$ cat src/rtl/rf_write_arbiter_pkg.sv
// Shared definitions for the register-file write-port arbiter.
// Address width, data width, counter width and arbiter state encodings.
package rf_write_arbiter_pkg;

  localparam int RF_WIDTH  = 32;
  localparam int RF_ADDR_W = 5;
  localparam int CNT_W     = 8;

  typedef enum logic {
    ARB_NORMAL = 1'b0,
    ARB_FORCE  = 1'b1
  } arb_state_e;

  function automatic logic [CNT_W-1:0] sat_inc(
    input logic [CNT_W-1:0] v,
    input logic [CNT_W-1:0] lim
  );
    return (v >= lim) ? lim : v + 8'd1;
  endfunction

endpackage

$ cat src/rtl/rf_write_arbiter_rf_wr_reg.sv
// Registered RegFile write port: address, enable and data.
// Clears to zero on synchronous reset.
module rf_wr_reg
  import rf_write_arbiter_pkg::*;
#(
  parameter int WIDTH = RF_WIDTH
) (
  input  logic                 clk,
  input  logic                 rst,
  input  logic                 i_we,
  input  logic [RF_ADDR_W-1:0] i_rdst,
  input  logic [WIDTH-1:0]     i_data,
  output logic                 o_we,
  output logic [RF_ADDR_W-1:0] o_rdst,
  output logic [WIDTH-1:0]     o_data
);

  logic                 r_we;
  logic [RF_ADDR_W-1:0] r_rdst;
  logic [WIDTH-1:0]     r_data;

  always_ff @(posedge clk) begin
    if (rst) begin
      r_we   <= 1'b0;
      r_rdst <= '0;
      r_data <= '0;
    end else begin
      r_we   <= i_we;
      r_rdst <= i_rdst;
      r_data <= i_data;
    end
  end

  assign o_we   = r_we;
  assign o_rdst = r_rdst;
  assign o_data = r_data;

endmodule

$ cat src/rtl/rf_write_arbiter.sv
// Arbitrates the RegFile write port between writeback and the long-latency
// unit; a starvation counter forces a one-cycle WB stall for the LU.
module rf_write_arbiter
  import rf_write_arbiter_pkg::*;
#(
  parameter int WIDTH        = RF_WIDTH,
  parameter int STARVE_LIMIT = 4
) (
  input  logic                 clk,
  input  logic                 rst,
  input  logic [RF_ADDR_W-1:0] i_wb_rdst,
  input  logic                 i_wb_reg_write_rf,
  input  logic [WIDTH-1:0]     i_wb_data,
  input  logic                 i_lu_valid,
  input  logic [RF_ADDR_W-1:0] i_lu_rdst,
  input  logic [WIDTH-1:0]     i_lu_data,
  output logic                 o_lu_ready,
  output logic                 o_stall_wb,
  output logic [RF_ADDR_W-1:0] o_rf_rdst,
  output logic                 o_rf_reg_write_rf,
  output logic [WIDTH-1:0]     o_rf_data
);

  localparam logic [CNT_W-1:0] LIM = CNT_W'(STARVE_LIMIT);

  arb_state_e       r_state;
  arb_state_e       w_state_nxt;
  logic [CNT_W-1:0] r_wait_cnt;
  logic [CNT_W-1:0] w_wait_nxt;
  logic [CNT_W-1:0] w_wait_inc;

  logic                 w_grant_main;
  logic                 w_grant_lu;
  logic                 w_refused;
  logic                 w_we_nxt;
  logic [RF_ADDR_W-1:0] w_rdst_nxt;
  logic [WIDTH-1:0]     w_data_nxt;

  always_ff @(posedge clk) begin
    if (rst) begin
      r_state    <= ARB_NORMAL;
      r_wait_cnt <= '0;
    end else begin
      r_state    <= w_state_nxt;
      r_wait_cnt <= w_wait_nxt;
    end
  end

  assign w_wait_inc = sat_inc(r_wait_cnt, LIM);

  always_comb begin
    w_state_nxt = r_state;
    w_wait_nxt  = r_wait_cnt;
    unique case (r_state)
      ARB_NORMAL: begin
        if (w_grant_lu) begin
          w_wait_nxt = '0;
        end else if (w_refused) begin
          w_wait_nxt = w_wait_inc;
          if (w_wait_inc == LIM) w_state_nxt = ARB_FORCE;
        end
      end
      ARB_FORCE: begin
        w_wait_nxt  = '0;
        w_state_nxt = ARB_NORMAL;
      end
      default: begin
        w_wait_nxt  = '0;
        w_state_nxt = ARB_NORMAL;
      end
    endcase
  end

  always_comb begin
    w_grant_main = 1'b0;
    w_grant_lu   = 1'b0;
    o_stall_wb   = 1'b0;
    unique case (r_state)
      ARB_NORMAL: begin
        w_grant_main = i_wb_reg_write_rf;
        w_grant_lu   = !i_wb_reg_write_rf && i_lu_valid;
      end
      ARB_FORCE: begin
        o_stall_wb = 1'b1;
        w_grant_lu = i_lu_valid;
      end
      default: ;
    endcase
  end

  assign o_lu_ready = w_grant_lu;
  assign w_refused  = i_lu_valid && !w_grant_lu;

  // Idle slots load zeros so stale data never sits on the port.
  always_comb begin
    w_we_nxt   = 1'b0;
    w_rdst_nxt = '0;
    w_data_nxt = '0;
    unique case (1'b1)
      w_grant_main: begin
        w_we_nxt   = 1'b1;
        w_rdst_nxt = i_wb_rdst;
        w_data_nxt = i_wb_data;
      end
      w_grant_lu: begin
        w_we_nxt   = 1'b1;
        w_rdst_nxt = i_lu_rdst;
        w_data_nxt = i_lu_data;
      end
      default: ;
    endcase
  end

  rf_wr_reg #(
    .WIDTH(WIDTH)
  ) u_rf_wr_reg (
    .clk    (clk),
    .rst    (rst),
    .i_we   (w_we_nxt),
    .i_rdst (w_rdst_nxt),
    .i_data (w_data_nxt),
    .o_we   (o_rf_reg_write_rf),
    .o_rdst (o_rf_rdst),
    .o_data (o_rf_data)
  );

endmodule

$ cat config.mk
export PLATFORM = sky130hd
export DESIGN_NAME = rf_write_arbiter
export DESIGN_NICKNAME = d
export VERILOG_FILES = /design/src/rtl/rf_write_arbiter_pkg.sv /design/src/rtl/rf_write_arbiter_rf_wr_reg.sv /design/src/rtl/rf_write_arbiter.sv
export SDC_FILE = /design/constraint.sdc
export NUM_CORES = 1
export LEC_CHECK = 0
export BUFFER_PORTS_ARGS = -buffer_cell sky130_fd_sc_hd__buf_2
export CORE_ASPECT_RATIO = 0.9
export CORE_MARGIN = 2
export CORE_UTILIZATION = 40
export CTS_BUF_LIST = sky130_fd_sc_hd__clkbuf_8
export DETAILED_ROUTE_END_ITERATION = 7
export PLACE_DENSITY = 0.74
export REMOVE_ABC_BUFFERS = 1
export SLEW_MARGIN = 30
export SYNTH_ARGS = -nofsm -noshare
export SYNTH_HDL_FRONTEND = slang
export SYNTH_HIERARCHICAL = 1
export SYNTH_SLANG_ARGS = --single-unit
$ cat constraint.sdc
create_clock -name clk -period 2.9 [get_ports clk]
set_input_delay 0 -clock clk [delete_from_list [all_inputs] [get_ports clk]]
set_output_delay 0 -clock clk [all_outputs]
set_load 0.01 [all_outputs]
==> results.sh, run 1 <==
export IMPL_maxClockFrequency_ghz=0.550
export IMPL_place_inst=410
export IMPL_core_area_um2=5160
export IMPL_synth_largest_area_cell="dfxtp_1"
export IMPL_io_buffers=117
export IMPL_finalNonFillerCells=424
export IMPL_rsz0062_at_grt="no"
export IMPL_slowest_stage="nand2b_1"
export IMPL_yosys_area_share_simple=0.462
export IMPL_yosys_top_cells_area="dfxtp_1, nand2_1, nor2b_4, nand3_1, nor2b_1"
export IMPL_syn_inst=239
export IMPL_synthAdderAreaFrac=0.0119
export IMPL_diodes=0
export IMPL_pin_count=118
export IMPL_tritoncts="done"
export IMPL_fin_ws_ps=1080
export IMPL_cts_buffers=5
export IMPL_avgViaCountPerCell=4.52
export IMPL_drc=0
export IMPL_dp_hpwl_um=3460
export IMPL_cp_end_kind="output pin"
export IMPL_clock_latency_ps=290
export IMPL_status="finished, final reports clean"
export IMPL_synth_xor_area_frac=0
export IMPL_setup_viol=0
export IMPL_combPwrFrac=0.178
export IMPL_hold_viol=0
export IMPL_synth_area_um2=2100
export IMPL_grt_pass1_wl_um=7170
export IMPL_ys_seq_elements=47
export IMPL_detail_route_antenna_nets=0
export IMPL_die_h_um=72.7
export IMPL_utilization=0.552
export IMPL_cp_data_arrival_time_ps=1820
export IMPL_yosysTopAreaCellShare=0.448
export IMPL_post_place_ws_ps=1260
export IMPL_p_switching_mw=0.326
export IMPL_slew_viol_final=0
export IMPL_synth_cell_types=26
export IMPL_cts_max_path_buffers=2
export IMPL_drtIter0Drc=54
export IMPL_start_util=0.407
export IMPL_p_int_mw=0.989
export IMPL_grt_pass1_vias=1727
export IMPL_worstSetupStartpointType="register"
export IMPL_routed_wl_um=4770
export IMPL_power_leakage_nw=1.55
export IMPL_place_area_um2=2690
export IMPL_fin_hold_ws_ps=7.29
export IMPL_reg2reg_depth=5
export IMPL_via_count=1915
export IMPL_seqPwrFrac=0.519
export IMPL_post_cts_buffers=0
export IMPL_dieArea_um2=5840
export IMPL_synth_top_family_by_area="simple AND/OR/NAND/NOR gates"
export IMPL_antenna_found_initial=0
export IMPL_p_sw_frac=0.248
export IMPL_final_nets=436
export IMPL_power_density_nw_per_um2=462
export IMPL_maxCapViolations=0
export IMPL_cp_required_ps=2900
export IMPL_cts_max_level=2
export IMPL_syn2layout_area_growth_pct=35.6
export IMPL_grt_max_degree=44
export IMPL_synth_mux_area_frac=0
export IMPL_dieWidth_um=80.4
export IMPL_cts_resized=0
export IMPL_design_area_um2=2850
export IMPL_gp_congestion=0.716
export IMPL_tns_ps=0
export IMPL_clock_skew_final_ps=8.68
export IMPL_max_stage_delay_ps=450
export IMPL_post_route_period_util=0.627
export IMPL_tightest_slew_ps=728
export IMPL_overflow=0
export IMPL_period_minus_slack_ps=1820
export IMPL_worstPathMaxFanout=28
export IMPL_wl_per_cell_um=11.3
export IMPL_synth_compound_area_frac=0.0197
export IMPL_yosysWarnings=6
export IMPL_track_usage=0.155
export IMPL_finalPower_mw=1.32
export IMPL_seq_area_frac_synth=0.448
export IMPL_root_buffer="clkbuf_8"
export IMPL_syn_area_per_cell_um2=8.78
export IMPL_cts_sinks=47
export IMPL_num_rows=25
export IMPL_vdd_drop_max_uv=227
export IMPL_first_pass_iters=4
export IMPL_final_layout_size_suffix_gt1_frac=0.423
export IMPL_clockPowerShare=0.302
export IMPL_whs_path_depth=4
export IMPL_clk_pin_slew_ps=80
export IMPL_critPathKind="register to output pin"
export IMPL_path_cells="nand2b_1 > buf_4 > and2_1 > buf_2"
export IMPL_hold_path_class="input pin to register"
export IMPL_slew_headroom=0.515
## final cells by class
cell class,count,area [um2]
Sequential cell,47,941
Inverter,3,11.3
Tap cell,67,83.8
Timing Repair Buffer,127,676
Clock inverter,2,12.5
Clock buffer,6,82.6
Multi-Input combinational cell,172,1040
Fill cell,482,2310
## power groups by stage
| stage | Combinational (mW) | Sequential [mW] | Clock (mW) |
|---|---|---|---|
| after detailed placement | 0.231 | 0.699 | 0 |
| after global placement | 0.228 | 0.698 | 0 |
| after CTS | 0.237 | 0.684 | 0.418 |
| after global routing | 0.260 | 0.686 | 0.441 |
| final | 0.235 | 0.683 | 0.398 |
| after floorplan | 0.0907 | 0.716 | 0 |
## cells in the mapped netlist, drive strengths merged
cell type / instances
a31o: 1
dfxtp: 47
inv: 3
and2b: 6
and2: 7
clkbuf: 5
nor3b: 1
a32o: 1
ha: 2
buf: 12
a211oi: 1
nor3: 2
nand2b: 2
a21boi: 1
or3: 1
nand2: 74
nand3: 37
a22oi: 1
or4: 1
nor2b: 33
nor2: 1
## sequential cells by signal, indices dropped and copies added, names as in the netlist
| name | cells |
|---|---|
| u_rf_wr_reg/o_data | 32 |
| u_rf_wr_reg/o_rdst | 5 |
| r_wait_cnt | 8 |
| r_state | 1 |
| u_rf_wr_reg/o_we | 1 |
## what timing repair did
action                                 4_1_cts  5_1_grt
setup endpoints to repair                    0        0
endpoints found under the hold margin        6        0
hold buffers                                 6        0
## critical path, delay by kind of cell (launching register included)
family | cells | cell delay (ps)
buffers and inverters | 2 | 510
and+or+nand+nor | 2 | 620
DFF | 1 | 390
## cells in the final DEF, fill, tap and decap left out, types with 2 or more instances in the layout
cell,instances
and2_1,7
and2b_1,6
buf_2,117
buf_4,4
clkbuf_8,6
dfxtp_1,47
dlygate4sd3_1,6
ha_1,2
inv_1,4
nand2_1,74
nand2b_1,2
nand3_1,37
nor2b_1,12
nor2b_4,20
## cells by family after synthesis
| family | Yosys count |
|---|---|
| compound gates | 5 |
| flops | 47 |
| buf+inv | 20 |
| simple gates | 165 |
| fa+ha+maj | 2 |
## final timing paths
kind / from / to / slack (ps)
worst max-delay path: r_state / o_lu_ready / 1080
worst min-delay path: i_wb_data[13] / u_rf_wr_reg/o_data[13] / 7
worst max register to register: r_state / u_rf_wr_reg/o_data[8] / 1230
worst min register to register: r_wait_cnt[5] / r_wait_cnt[5] / 470
## per-layer routing
metal	track usage	share of wire	up-vias
met3	0.0421	0.077	2
met2	0.280	0.49	70
met1	0.183	0.43	855
met4	0.0358	0.0025	0
met5	0	0	-
li1	-	-	988
(Power assumes the default switching activity.)
==> inputs of run 2 (changes only) <==
--- a/config.mk
+++ b/config.mk
@@ -5,13 +5,14 @@
 export SDC_FILE = /design/constraint.sdc
 export NUM_CORES = 1
 export LEC_CHECK = 0
+export ABC_AREA = 1
 export BUFFER_PORTS_ARGS = -buffer_cell sky130_fd_sc_hd__buf_2
 export CORE_ASPECT_RATIO = 0.9
 export CORE_MARGIN = 2
 export CORE_UTILIZATION = 40
 export CTS_BUF_LIST = sky130_fd_sc_hd__clkbuf_8
 export DETAILED_ROUTE_END_ITERATION = 7
-export PLACE_DENSITY = 0.74
+export PLACE_DENSITY = 0.75
 export REMOVE_ABC_BUFFERS = 1
 export SLEW_MARGIN = 30
 export SYNTH_ARGS = -nofsm -noshare
==> constraint.sdc (replaced) <==
create_clock -name clk -period 1.9 [get_ports clk]
set_input_delay 0 -clock clk [delete_from_list [all_inputs] [get_ports clk]]
set_output_delay 0 -clock clk [all_outputs]
set_load 0.01 [all_outputs]
==> results.sh, run 2 <==
export IMPL_cts_max_level=2
export IMPL_syn_inst=294
export IMPL_root_buffer="clkbuf_8"
export IMPL_worstSetupStartpoint="r_state"
export IMPL_synth_cell_types=13
export IMPL_period_minus_slack_ps=1530
export IMPL_slew_viol_final=0
export IMPL_worstSetupStartpointType="register"
export IMPL_cp_end_kind="output pin"
export IMPL_path_buf_inv=3
export IMPL_cp_depth=5
export IMPL_slew_headroom=0.585
export IMPL_cpLargestDelayFamily="buffers and inverters"
export IMPL_routed_wl_um=5040
export IMPL_die_h_um=71.1
export IMPL_hold_path_class="input pin to register"
export IMPL_seqPwrFrac=0.514
export IMPL_core_area_um2=4830
export IMPL_clock_skew_final_ps=8.31
export IMPL_holdCritStartpoint="i_lu_data[27]"
export IMPL_final_layout_size_suffix_gt1_frac=0.301
export IMPL_yosys_top_cells_area="dfxtp_1, nand2_1, nand3_1, nor2_1, inv_1"
export IMPL_synth_edff_count=0
export IMPL_yosysWarnings=6
export IMPL_cpMostUsedCell="inv_2"
export IMPL_syn_area_per_cell_um2=6.80
export IMPL_detail_route_antenna_nets=0
export IMPL_reg2reg_depth=8
export IMPL_status="finished, final reports clean"
export IMPL_dp_hpwl_um=3480
export IMPL_p_sw_frac=0.245
export IMPL_grt_pass1_vias=2040
export IMPL_post_route_period_util=0.807
export IMPL_syn2layout_area_growth_pct=46.6
export IMPL_worstPathMaxFanout=38
export IMPL_maxClockFrequency_ghz=0.652
export IMPL_cp_required_ps=1900
export IMPL_synthTopCellsByCount="nand2_1, nor2_1, inv_1"
export IMPL_grt_pass1_wl_um=8450
export IMPL_overflow=0
export IMPL_ys_seq_elements=47
export IMPL_grt_max_degree=39
export IMPL_setup_viol=0
export IMPL_diodes=0
export IMPL_dieArea_um2=5580
export IMPL_synth_area_um2=2000
export IMPL_cp_endpoint="o_lu_ready"
export IMPL_avgViaCountPerCell=4.32
export IMPL_max_stage_delay_ps=460
export IMPL_power_leakage_nw=1.70
export IMPL_p_switching_mw=0.496
export IMPL_rr_startpoint="r_state"
export IMPL_seq_area_frac_synth=0.471
export IMPL_tritoncts="done"
export IMPL_pin_count=118
export IMPL_power_density_nw_per_um2=693
export IMPL_dieWidth_um=78.5
export IMPL_synth_ff_type="dfxtp_1"
export IMPL_fin_hold_ws_ps=2.83
export IMPL_track_usage=0.190
export IMPL_utilization=0.606
export IMPL_tightest_slew_ps=622
export IMPL_largest_reg_flops=32
export IMPL_whs_path_depth=5
export IMPL_rr_endpoint="u_rf_wr_reg/o_data[8]"
export IMPL_p_int_mw=1.53
export IMPL_clock_latency_ps=300
export IMPL_layout_common_cells="buf_2, nand2_1, inv_1, nor2_1, dfxtp_1"
export IMPL_maxCapViolations=0
export IMPL_wl_per_cell_um=10.1
export IMPL_cts_sinks=47
export IMPL_synth_largest_area_cell="dfxtp_1"
export IMPL_yosysTopAreaCellShare=0.471
export IMPL_vdd_drop_max_uv=347
export IMPL_antenna_found_initial=0
export IMPL_n_fill_cell=466
export IMPL_cp_data_arrival_time_ps=1530
export IMPL_hold_viol=0
export IMPL_io_buffers=117
export IMPL_gp_congestion=0.761
export IMPL_rsz0062_at_grt="no"
export IMPL_synth_most_common_cell="nand2_1"
export IMPL_drtIter0Drc=75
export IMPL_clk_pin_slew_ps=80
export IMPL_final_common_cell="buf_2"
export IMPL_path_cells="inv_2 > nand2_2 > nand2_1 > inv_2 > buf_2"
export IMPL_tns_ps=0
export IMPL_slowest_stage="inv_2"
export IMPL_num_rows=24
export IMPL_first_pass_iters=4
export IMPL_start_util=0.413
export IMPL_drc=0
export IMPL_reg2reg_slack_ps=530
export IMPL_combPwrFrac=0.171
export IMPL_final_nets=511
export IMPL_cts_buffers=5
export IMPL_async_flop_share=0
export IMPL_cts_max_path_buffers=2
export IMPL_clockPowerShare=0.316
export IMPL_cts_resized=0
export IMPL_critPathKind="register to output pin"
export IMPL_via_count=2148
==> run 2: logic make-up (layout without fill, tap and decap cells) <==
group           after synthesis  after routing  share of synthesized area
simple gates                177            177                      0.359
fa+ha+maj                     2              2                     0.0125
compound gates                1              1                    0.00250
flops                        47             47                      0.471
buf+inv                      67            205                      0.155
==> run 2: worst min-delay path, cell delays in order <==
cell and delay (ps):
buf_2 90, nand2_1 50, nand2_1 40, inv_1 40
nor2_1 30
==> run 2: area by class of cell <==
type                       count  area [um2]  share of cell area
inverter                      51         191              0.0653
sequential                    47         941               0.321
multi-input combinational    180         748               0.255
tap                           65        81.3              0.0278
clock inverter                 1        3.75             0.00128
clock buffer                   7        96.3              0.0329
timing repair buffer         146         868               0.296
==> run 2: how the worst min path moves through the flow <==
stage / slack, ps / end
2_1_floorplan: 70 / u_rf_wr_reg/o_data[0]
3_3_place_gp: 290 / u_rf_wr_reg/o_data[10]
3_5_place_dp: 300 / u_rf_wr_reg/o_data[30]
6_report: 3 / u_rf_wr_reg/o_data[27]
5_1_grt: 20 / u_rf_wr_reg/o_data[22]
4_1_cts: 0.3 / u_rf_wr_reg/o_data[15]
==> run 2: timing repair <==
action,4_1_cts,5_1_grt
endpoints found under the hold margin,26,0
buffers inserted,0,0
hold buffers,26,0
==> run 2: per-layer routing <==
layer  GRT usage  share of wire  wire (um)  vias up
met5           0              0          0        -
met4      0.0819          0.021        108        0
met3      0.0714          0.081        407       12
met2       0.330           0.50       2510       81
met1       0.207           0.40       2020      924
li1            -              -          -     1131
==> run 2: per-stage QoR <==
stage          power, mW  setup WS (ps)  area [um2]  instances
2_1_floorplan       1.20            499        1880        278
3_3_place_gp        1.37            613        2570        463
3_5_place_dp        1.37            553        2570        463
4_1_cts             2.05            352        2930        497
5_1_grt             2.13            249        2930        497
6_report            2.03            366        2930        497
==> run 2: power groups by stage <==
stage	clock network, mW	logic, mW	registers [mW]
final	0.641	0.346	1.04
after CTS	0.663	0.347	1.04
after floorplan	0	0.111	1.09
after global routing	0.693	0.392	1.05
after global placement	0	0.301	1.07
after detailed placement	0	0.306	1.07
==> inputs of run 3 (changes only) <==
--- a/config.mk
+++ b/config.mk
@@ -12,7 +12,7 @@
 export CORE_UTILIZATION = 40
 export CTS_BUF_LIST = sky130_fd_sc_hd__clkbuf_8
 export DETAILED_ROUTE_END_ITERATION = 7
-export PLACE_DENSITY = 0.75
+export PLACE_DENSITY = 0.77
 export REMOVE_ABC_BUFFERS = 1
 export SLEW_MARGIN = 30
 export SYNTH_ARGS = -nofsm -noshare
==> constraint.sdc (replaced) <==
create_clock -name clk -period 1.3 [get_ports clk]
set_input_delay 0 -clock clk [delete_from_list [all_inputs] [get_ports clk]]
set_output_delay 0 -clock clk [all_outputs]
set_load 0.01 [all_outputs]
==> results.sh, run 3 (synthesis results as in run 2) <==
export IMPL_final_nets=519
export IMPL_cp_required_ps=1300
export IMPL_hold_path_class="input pin to register"
export IMPL_power_density_nw_per_um2=963
export IMPL_routed_wl_um=5220
export IMPL_tightest_slew_ps=329
export IMPL_reg2reg_depth=6
export IMPL_root_buffer="clkbuf_8"
export IMPL_hold_viol=0
export IMPL_final_layout_size_suffix_gt1_frac=0.314
export IMPL_rsz0062_at_grt="yes"
export IMPL_diodes=0
export IMPL_grt_max_degree=23
export IMPL_detail_route_antenna_nets=0
export IMPL_die_h_um=71.1
export IMPL_status="finished, final reports clean"
export IMPL_dp_hpwl_um=3580
export IMPL_slew_headroom=0.779
export IMPL_start_util=0.413
export IMPL_cts_sinks=47
export IMPL_seq_area_um2=941
export IMPL_maxCapViolations=0
export IMPL_largest_reg_flops=32
export IMPL_design_area_um2=3010
export IMPL_cpLargestDelayFamily="buffers and inverters"
export IMPL_maxClockFrequency_ghz=0.828
export IMPL_dieArea_um2=5580
export IMPL_post_place_ws_ps=40.6
export IMPL_n_fill_cell=446
export IMPL_cp_end_kind="output pin"
export IMPL_tritoncts="done"
export IMPL_power_leakage_nw=1.74
export IMPL_clock_skew_final_ps=3.08
export IMPL_hold_end="u_rf_wr_reg/o_data[16]"
export IMPL_num_rows=24
export IMPL_clock_latency_ps=290
export IMPL_drtIter0Drc=95
export IMPL_place_area_um2=2630
export IMPL_fin_ws_ps=91.8
export IMPL_cts_max_path_buffers=2
export IMPL_gp_congestion=0.773
export IMPL_reg2reg_slack_ps=170
export IMPL_rr_startpoint="r_state"
export IMPL_multiInputGateArea_um2=751
export IMPL_rr_endpoint="r_wait_cnt[3]"
export IMPL_path_cells="inv_2 > nand2_2 > nand2_1 > inv_4 > buf_12 > buf_2"
export IMPL_core_area_um2=4830
export IMPL_grt_pass1_vias=2031
export IMPL_vdd_drop_max_uv=617
export IMPL_cp_data_arrival_time_ps=1210
export IMPL_holdCritStartpoint="i_lu_data[16]"
export IMPL_io_buffers=117
export IMPL_clk_pin_slew_ps=80
export IMPL_grt_pass1_wl_um=8520
export IMPL_path_buf_inv=4
export IMPL_cts_max_level=2
export IMPL_antenna_found_initial=0
export IMPL_pin_count=118
export IMPL_layout_common_cells="buf_2, nand2_1, inv_1, nor2_1, dfxtp_1"
export IMPL_track_usage=0.191
export IMPL_tns_ps=0
export IMPL_overflow=0
export IMPL_drc=0
export IMPL_setup_viol=0
export IMPL_avgViaCountPerCell=4.33
export IMPL_worstSetupStartpointType="register"
export IMPL_max_stage_delay_ps=350
export IMPL_wl_per_cell_um=10.3
export IMPL_dieWidth_um=78.5
export IMPL_whs_path_depth=5
export IMPL_worstPathMaxFanout=15
export IMPL_slowest_stage="dfxtp_1"
export IMPL_post_route_period_util=0.929
export IMPL_syn2layout_area_growth_pct=50.8
export IMPL_fin_hold_ws_ps=7.80
export IMPL_cts_buffers=5
export IMPL_slew_viol_final=0
export IMPL_critPathKind="register to output pin"
export IMPL_first_pass_iters=5
export IMPL_via_count=2186
export IMPL_final_common_cell="buf_2"
export IMPL_period_minus_slack_ps=1210
-- run 3: worst min-delay path, cell delays in order --
cell     delay (ps)
buf_2            70
nand2_1          50
nand2_1          50
inv_1            30
nor2_1           60
-- run 3: worst max path at each step --
stage / start / depth (start not counted) / endpoint
3_3_place_gp: r_state / 6 / r_wait_cnt[4]
5_1_grt: r_state / 6 / o_lu_ready
6_report: r_state / 6 / o_lu_ready
4_1_cts: r_state / 6 / o_lu_ready
3_5_place_dp: r_state / 6 / r_wait_cnt[3]
2_1_floorplan: r_state / 8 / u_rf_wr_reg/o_data[0]
-- run 3: report_power, final --
group	leakage (nW)	internal [mW]	total [mW]	switching [mW]
Sequential	0.387	1.51	1.52	0.0172
Combinational	1.31	0.279	0.536	0.257
Clock	0.0477	0.368	0.840	0.471
Total	1.74	2.15	2.90	0.745
-- run 3: area by class of cell --
| cell class | instances | area share |
|---|---|---|
| inverter | 51 | 0.0644 |
| sequential | 47 | 0.312 |
| tap | 65 | 0.0270 |
| clock buffer | 5 | 0.0228 |
| multi-input combinational | 180 | 0.249 |
| timing repair buffer | 154 | 0.319 |
| clock inverter | 3 | 0.00498 |
-- run 3: metrics by stage --
step           utilization  std cells  power [mW]
2_1_floorplan            -        278        1.76
3_3_place_gp         0.545        468        2.02
3_5_place_dp         0.545        468        2.02
4_1_cts              0.620        504        2.93
5_1_grt              0.623        505        3.06
6_report             0.623        505        2.90
-- run 3: timing repair --
| action | in CTS | in global routing |
|---|---|---|
| endpoints found under the hold margin | 29 | 0 |
| gates resized for setup | 0 | 3 |
| setup buffers | 0 | 1 |
| hold buffers | 28 | 0 |
| endpoints found under the setup margin | 0 | 11 |
-- run 3: layer usage --
layer / track usage / vias up / wire (um)
li1: - / 1147 / -
met1: 0.203 / 944 / 2160
met2: 0.353 / 87 / 2580
met3: 0.0676 / 8 / 408
met4: 0.0624 / 0 / 65
met5: 0 / - / 0
